`config.mk`:
```
export PLATFORM = sky130hd
export DESIGN_NAME = if_stage
export DESIGN_NICKNAME = d
export VERILOG_FILES = /design/src/rtl/if_stage.sv
export SDC_FILE = /design/constraint.sdc
export NUM_CORES = 1
export LEC_CHECK = 0
export BUFFER_PORTS_ARGS = -buffer_cell sky130_fd_sc_hd__buf_2
export CAP_MARGIN = 20
export CELL_PAD_IN_SITES_DETAIL_PLACEMENT = 1
export CELL_PAD_IN_SITES_GLOBAL_PLACEMENT = 1
export CORE_ASPECT_RATIO = 1.25
export CORE_MARGIN = 1
export CORE_UTILIZATION = 38
export CTS_CLUSTER_SIZE = 10
export DETAILED_ROUTE_END_ITERATION = 16
export PLACE_DENSITY_LB_ADDON = 0.1
export SLEW_MARGIN = 20
export SYNTH_ARGS = -nofsm -noshare
export SYNTH_HDL_FRONTEND = slang
export SYNTH_SLANG_ARGS = --single-unit
```
`constraint.sdc`:
```
create_clock -name i_clk -period 5.1 [get_ports i_clk]
set_clock_uncertainty 0.15 [all_clocks]
set_input_delay 1.02 -clock i_clk [delete_from_list [all_inputs] [get_ports i_clk]]
set_output_delay 1.02 -clock i_clk [all_outputs]
set_load 0.03 [all_outputs]
```
`src/rtl/if_stage.sv`:
```
// Instruction fetch stage: PC register, RUN/WAIT/HALT fetch FSM and IF/ID pipeline register.
// Optional stall-cycle counter is enabled by defining IF_STALL_CNT_EN.
module if_stage #(
  parameter logic [15:0] RESET_PC  = 16'h0000,
  parameter logic [15:0] NOP_INSTR = 16'h0000
) (
  input  logic        i_clk,
  input  logic        i_nRst,
  input  logic        i_stall,
  input  logic        i_brTaken,
  input  logic [15:0] i_brTarget,
  input  logic        i_hlt,
  output logic [15:0] o_imemAddr,
  output logic        o_imemRd,
  input  logic [15:0] i_imemData,
  input  logic        i_imemRdy,
  output logic [15:0] o_instr,
  output logic [15:0] o_pc,
  output logic        o_valid,
  output logic        o_hlt
`ifdef IF_STALL_CNT_EN
  ,
  output logic [15:0] o_stallCnt
`endif
);

  typedef enum logic [1:0] {
    RUN  = 2'd0,
    WAIT = 2'd1,
    HALT = 2'd2
  } state_t;

  state_t      state_reg, state_next;
  logic [15:0] pc_reg, pc_next;
  logic [15:0] instr_reg, instr_next;
  logic [15:0] npc_reg, npc_next;
  logic        valid_reg, valid_next;

  // Priority inside a live state: redirect > halt > stall > memory response.
  always_comb begin
    state_next = state_reg;
    pc_next    = pc_reg;
    instr_next = instr_reg;
    npc_next   = npc_reg;
    valid_next = valid_reg;
    if (state_reg != HALT) begin
      if (i_brTaken) begin
        pc_next    = i_brTarget;
        instr_next = NOP_INSTR;
        valid_next = 1'b0;
        state_next = RUN;
      end else if (i_hlt) begin
        instr_next = NOP_INSTR;
        valid_next = 1'b0;
        state_next = HALT;
      end else if (i_stall) begin
        state_next = state_reg;
      end else if (i_imemRdy) begin
        instr_next = i_imemData;
        npc_next   = pc_reg + 16'd1;
        valid_next = 1'b1;
        pc_next    = pc_reg + 16'd1;
        state_next = RUN;
      end else begin
        instr_next = NOP_INSTR;
        valid_next = 1'b0;
        state_next = WAIT;
      end
    end
  end

  always_ff @(posedge i_clk) begin
    if (!i_nRst) begin
      state_reg <= RUN;
      pc_reg    <= RESET_PC;
      instr_reg <= NOP_INSTR;
      npc_reg   <= 16'h0000;
      valid_reg <= 1'b0;
    end else begin
      state_reg <= state_next;
      pc_reg    <= pc_next;
      instr_reg <= instr_next;
      npc_reg   <= npc_next;
      valid_reg <= valid_next;
    end
  end

  assign o_imemAddr = pc_reg;
  assign o_imemRd   = (state_reg != HALT);
  assign o_hlt      = (state_reg == HALT);
  assign o_instr    = instr_reg;
  assign o_pc       = npc_reg;
  assign o_valid    = valid_reg;

`ifdef IF_STALL_CNT_EN
  logic [15:0] stall_cnt_reg;
  logic        stall_cycle;

  // A lost fetch cycle is either a memory wait or a decode hazard, never while halted.
  assign stall_cycle = (state_reg != HALT) && ((state_reg == WAIT) || i_stall);

  always_ff @(posedge i_clk) begin
    if (!i_nRst) begin
      stall_cnt_reg <= 16'h0000;
    end else if (stall_cycle && (stall_cnt_reg != 16'hFFFF)) begin
      stall_cnt_reg <= stall_cnt_reg + 16'd1;
    end
  end

  assign o_stallCnt = stall_cnt_reg;
`endif

endmodule

```
# [Word-level counts from Yosys, hierarchy flattened]
# Cells that the tools add are included.
[classes] n_addsub=1 n_mul=0 div=0 n_lt_le_gt_ge=0 eq_ne=5 n_shift=0 muxes=16 n_bitwise=3 n_reduce_logical=4
[op_table] operator="two-way mux 16 bit" count=8
[op_table] operator="adder 16 x 1 -> 16 bit (second input constant)" count=1
[op_table] operator="two-way mux 2 bit" count=3
[op_table] operator="two-way mux 1 bit" count=5
[op_table] operator="AND reduction 5 bit" count=1
[op_table] operator="!= test 2 bit (second input constant)" count=2
[op_table] operator="AND reduction 4 bit" count=1
[op_table] operator="!= test 3 x 1 -> 1 bit (second input constant)" count=1
[op_table] operator="NOT 1 bit" count=3
[op_table] operator="== test 2 bit (second input constant)" count=1
[op_table] operator="!= test 2 x 1 -> 1 bit (second input constant)" count=1
[op_table] operator="AND reduction 2 bit" count=1
[op_table] operator="nonzero test 2 bit" count=1
[totals] reg_bits=51 latchBits=0 ramBits=0 mem_bits_ro=0 output_inout_bits=51 word_cells=34 memories=0

# [Logic depth before layout (Yosys ltp)]
[depth] depth_word=5 ltp_mapped=7 depth_no_buf=5

# [Worst setup path before layout]
# Ideal clock, no wire load.
[synth_timing] path_kind="input to register" from="input i_brTaken" to="register npc_reg[10] (netlist: o_pc[10])" setup_time_ns=0.133 arrival_time_ns=2.105 required_time_ns=4.817 path_slack_ns=2.712 stages=6 cell_sequence="buf_2 -> nor2_1 -> and4_1 -> buf_2 -> buf_1 -> a21oi_1"
[synth_between] elab_chain_len=2
[synth_lines] item="from (decl)" line_no="10" text="input logic i_brTaken,"
[synth_lines] item="NOT 1 bit (no source line)"
[synth_lines] item="AND reduction 5 bit (no source line)"
[synth_lines] item="to (signal assigned)" line_no="83" text="npc_reg <= npc_next;"
[synth_lines] item="to (decl)" line_no="36" text="logic [15:0] npc_reg, npc_next;"
# Every way passes these cells.
# A chain may end at the register's enable or synchronous reset.

# [Final worst setup path]
[layout_timing] from="input i_brTaken" to="register npc_reg[2] (netlist: o_pc[2])"
# Same word-level chain as after synthesis.

==> flow_summary.ini <==
[run_status]
status = completed

[worst_setup_path]
crit_arrival_ns = 3.06
path_max_fanout = 46
cp_cell_sequence = buf_2 > nor2_1 > and4_1 > buf_4 > nor2_1 > a311oi_1
reg2reg_to = o_pc[2]$_SDFFE_PN0P_
crit_path_max_incr_delay_ns = 0.66
cp-start-kind = primary input
criticalPathCategory = primary input to flip-flop
worstSetupEndpointType = flip-flop
reg2reg_from = state_reg[0]$_SDFFE_PN0P_
cp_common_cell = nor2_1
ff2ff_path_depth = 5
ff2ff_setup_slack_ns = 2.66
crit_buf_inv = 2
crit_slowest_cell = and4_1
required_ns = 5.17
crit_family = simple AND/OR/NAND/NOR gates

[place]
place_area_mm2 = 0.00282
hpwl_mm = 4.77
io_buffers = 88
dp_cells = 434
gp_congestion = 0.749

[yosys]
dominantRegCellSynth = dfxtp_1
async_flop_share_pct = 0
yosysSeqAreaShare_pct = 42.4
synth-seq-cells = 51
yosys_warnings = 0
synth_cells = 286
netlist_area_mm2 = 0.00241
synth-edff-count = 0
syn_nets = 325
syn-mean-instance-area_um2 = 8.42
synth_cell_type_count = 45

[sta]
tightestPinTransition_ns = 1.02
fin_crit_ns = 3.00
rsz0062_at_grt = false
finalHoldViolCount = 0
period_share_pct = 58.8
relSlewSlack_pct = 31.4
drv_slew = 0
max_freq_ghz = 0.334
setup-tns-final_ns = 0
setup_viol = 0

[final_layout]
diodes = 0
nets = 395
finish.utilization_pct = 47.7
area_delta_synth_final_pct = 21.2
final_cell_mix = buf_2 (88), dfxtp_1 (51), nor2_1 (32)
layout-drive-gt1-share_pct = 28.6
final_cells = 442
final_cell_area_mm2 = 0.00292
final_common_cell = buf_2

[global_routing]
grt_max_degree = 47
grtUsageMet3_pct = 3.66
first_global_vias = 2430
track_usage_pct = 21.3
use_met1_pct = 25.9
antenna_found_initial = 0
grt_most_used_layer = met2
grt_pass1_wl_mm = 11.2
gr-total-overflow = 0
grt_use_met2_pct = 37.7

[cts]
clk-insertion-delay-late_ns = 0.30
cts_resized = 0
hold_buffers = 0
cts_buffer_depth = 2
cts_tree = done
cts_setup_buffers = 0
cts_root_buf = clkbuf_8
clkTransAtPathRegs_ns = 0.09
htree_levels = 2
clock-sinks = 51
numCtsBuffers = 5

[floorplanning]
ios = 89
die_width_um = 73.2
die_h_um = 91.0
initial_utilization_pct = 39.3
die-area_mm2 = 0.00666
row_count = 32
core-area_mm2 = 0.00613

[detailed_routing]
vias_per_cell = 5.46
wirelength_mm = 6.85
drt_iter0_drc = 79
first_pass_iters = 4
routedWlPerCell_um = 15.5
final_antenna_net_count = 0
drcViolationCount = 0
dr_total_vias = 2412

[min_path]
min_path_type = flip-flop to flip-flop
hold-path-endpoint = o_pc[1]$_SDFFE_PN0P_
hold_path_depth = 2
min_from = o_pc[1]$_SDFFE_PN0P_

[pwr]
power_density_mw_per_mm2 = 284
leakage_nw = 1.20
totalPowerFinal_w = 0.000829
peakVddDrop_uv = 142

[run]
drv_cap = 0
[kinds of logic after synthesis]
group	count (synthesis)	share of synthesized area (%)
simple gates	100	21.7
mux	1	0.416
xor+xnor	13	4.73
fa+ha+maj	1	0.519
flops	51	42.4
buf+inv	32	7.06
compound gates	88	23.2
[where the power goes]
| part | switching [W] | internal [W] |
|---|---|---|
| logic | 0.0000880 | 0.0000465 |
| registers | 0.0000222 | 0.000414 |
| clock network | 0.000134 | 0.000124 |
| total | 0.000245 | 0.000584 |
[worst reg2reg max path, stage by stage (launching register included)]
cell	delay, ns
dfxtp_1	0.35
nand2b_1	0.40
and4_1	0.72
buf_4	0.42
nor2_1	0.08
a311oi_1	0.25
[synthesized netlist by cell type (all sizes together) (2+ instances only)]
| cell | number | area [µm²] |
|---|---|---|
| a211oi | 3 | 22.5 |
| a21oi | 23 | 115 |
| a22oi | 19 | 143 |
| a31oi | 6 | 37.5 |
| a32oi | 4 | 35.0 |
| and4 | 2 | 18.8 |
| buf | 7 | 35.0 |
| clkbuf | 20 | 116 |
| dfxtp | 51 | 1020 |
| inv | 4 | 15.0 |
| nand2 | 20 | 75.1 |
| nand2b | 4 | 25.0 |
| nand3 | 10 | 50.1 |
| nand3b | 5 | 37.5 |
| nand4 | 8 | 62.6 |
| nand4b | 2 | 17.5 |
| nor2 | 32 | 120 |
| nor3 | 2 | 10.0 |
| nor4 | 6 | 37.5 |
| o21a | 4 | 30.0 |
| o21ai | 18 | 90.1 |
| o221ai | 3 | 26.3 |
| o22ai | 3 | 18.8 |
| o31ai | 2 | 15.0 |
| or3 | 4 | 26.3 |
| or4 | 2 | 18.8 |
| xnor2 | 8 | 70.1 |
| xor2 | 5 | 43.8 |
[area by class of cell]
| cell class | instances | area [µm²] |
|---|---|---|
| multi-input combinational | 203 | 1220 |
| inverter | 5 | 18.8 |
| clock buffer | 8 | 100 |
| timing repair buffer | 90 | 455 |
| sequential | 51 | 1020 |
| fill | 795 | 3210 |
| tap | 85 | 106 |
[per-stage QoR]
step,setup slack (ns),hold slack [ns]
finish,2.10,0.309
CTS,2.09,0.311
global route,1.90,0.349
global placement,1.87,0.294
floorplan,2.71,0.286
detailed placement,1.77,0.298
[how the worst max path moves through the flow]
| stage | startpoint | endpoint | cells after the start | slack [ns] |
|---|---|---|---|---|
| 2_1_floorplan | i_brTaken | o_pc[10]$_SDFFE_PN0P_ | 6 | 2.71 |
| 3_3_place_gp | i_brTaken | o_pc[2]$_SDFFE_PN0P_ | 6 | 1.87 |
| 3_5_place_dp | i_brTaken | o_pc[2]$_SDFFE_PN0P_ | 6 | 1.77 |
| 4_1_cts | i_brTaken | o_pc[2]$_SDFFE_PN0P_ | 6 | 2.09 |
| 5_1_grt | i_brTaken | o_pc[4]$_SDFFE_PN0P_ | 6 | 1.90 |
| 6_report | i_brTaken | o_pc[2]$_SDFFE_PN0P_ | 6 | 2.10 |
[metal layers]
layer	share of wire, %	up-vias
met5	0	-
li1	-	1179
met4	1.1	0
met3	4.2	5
met1	45	1171
met2	50	57
(Power assumes the default switching activity.)
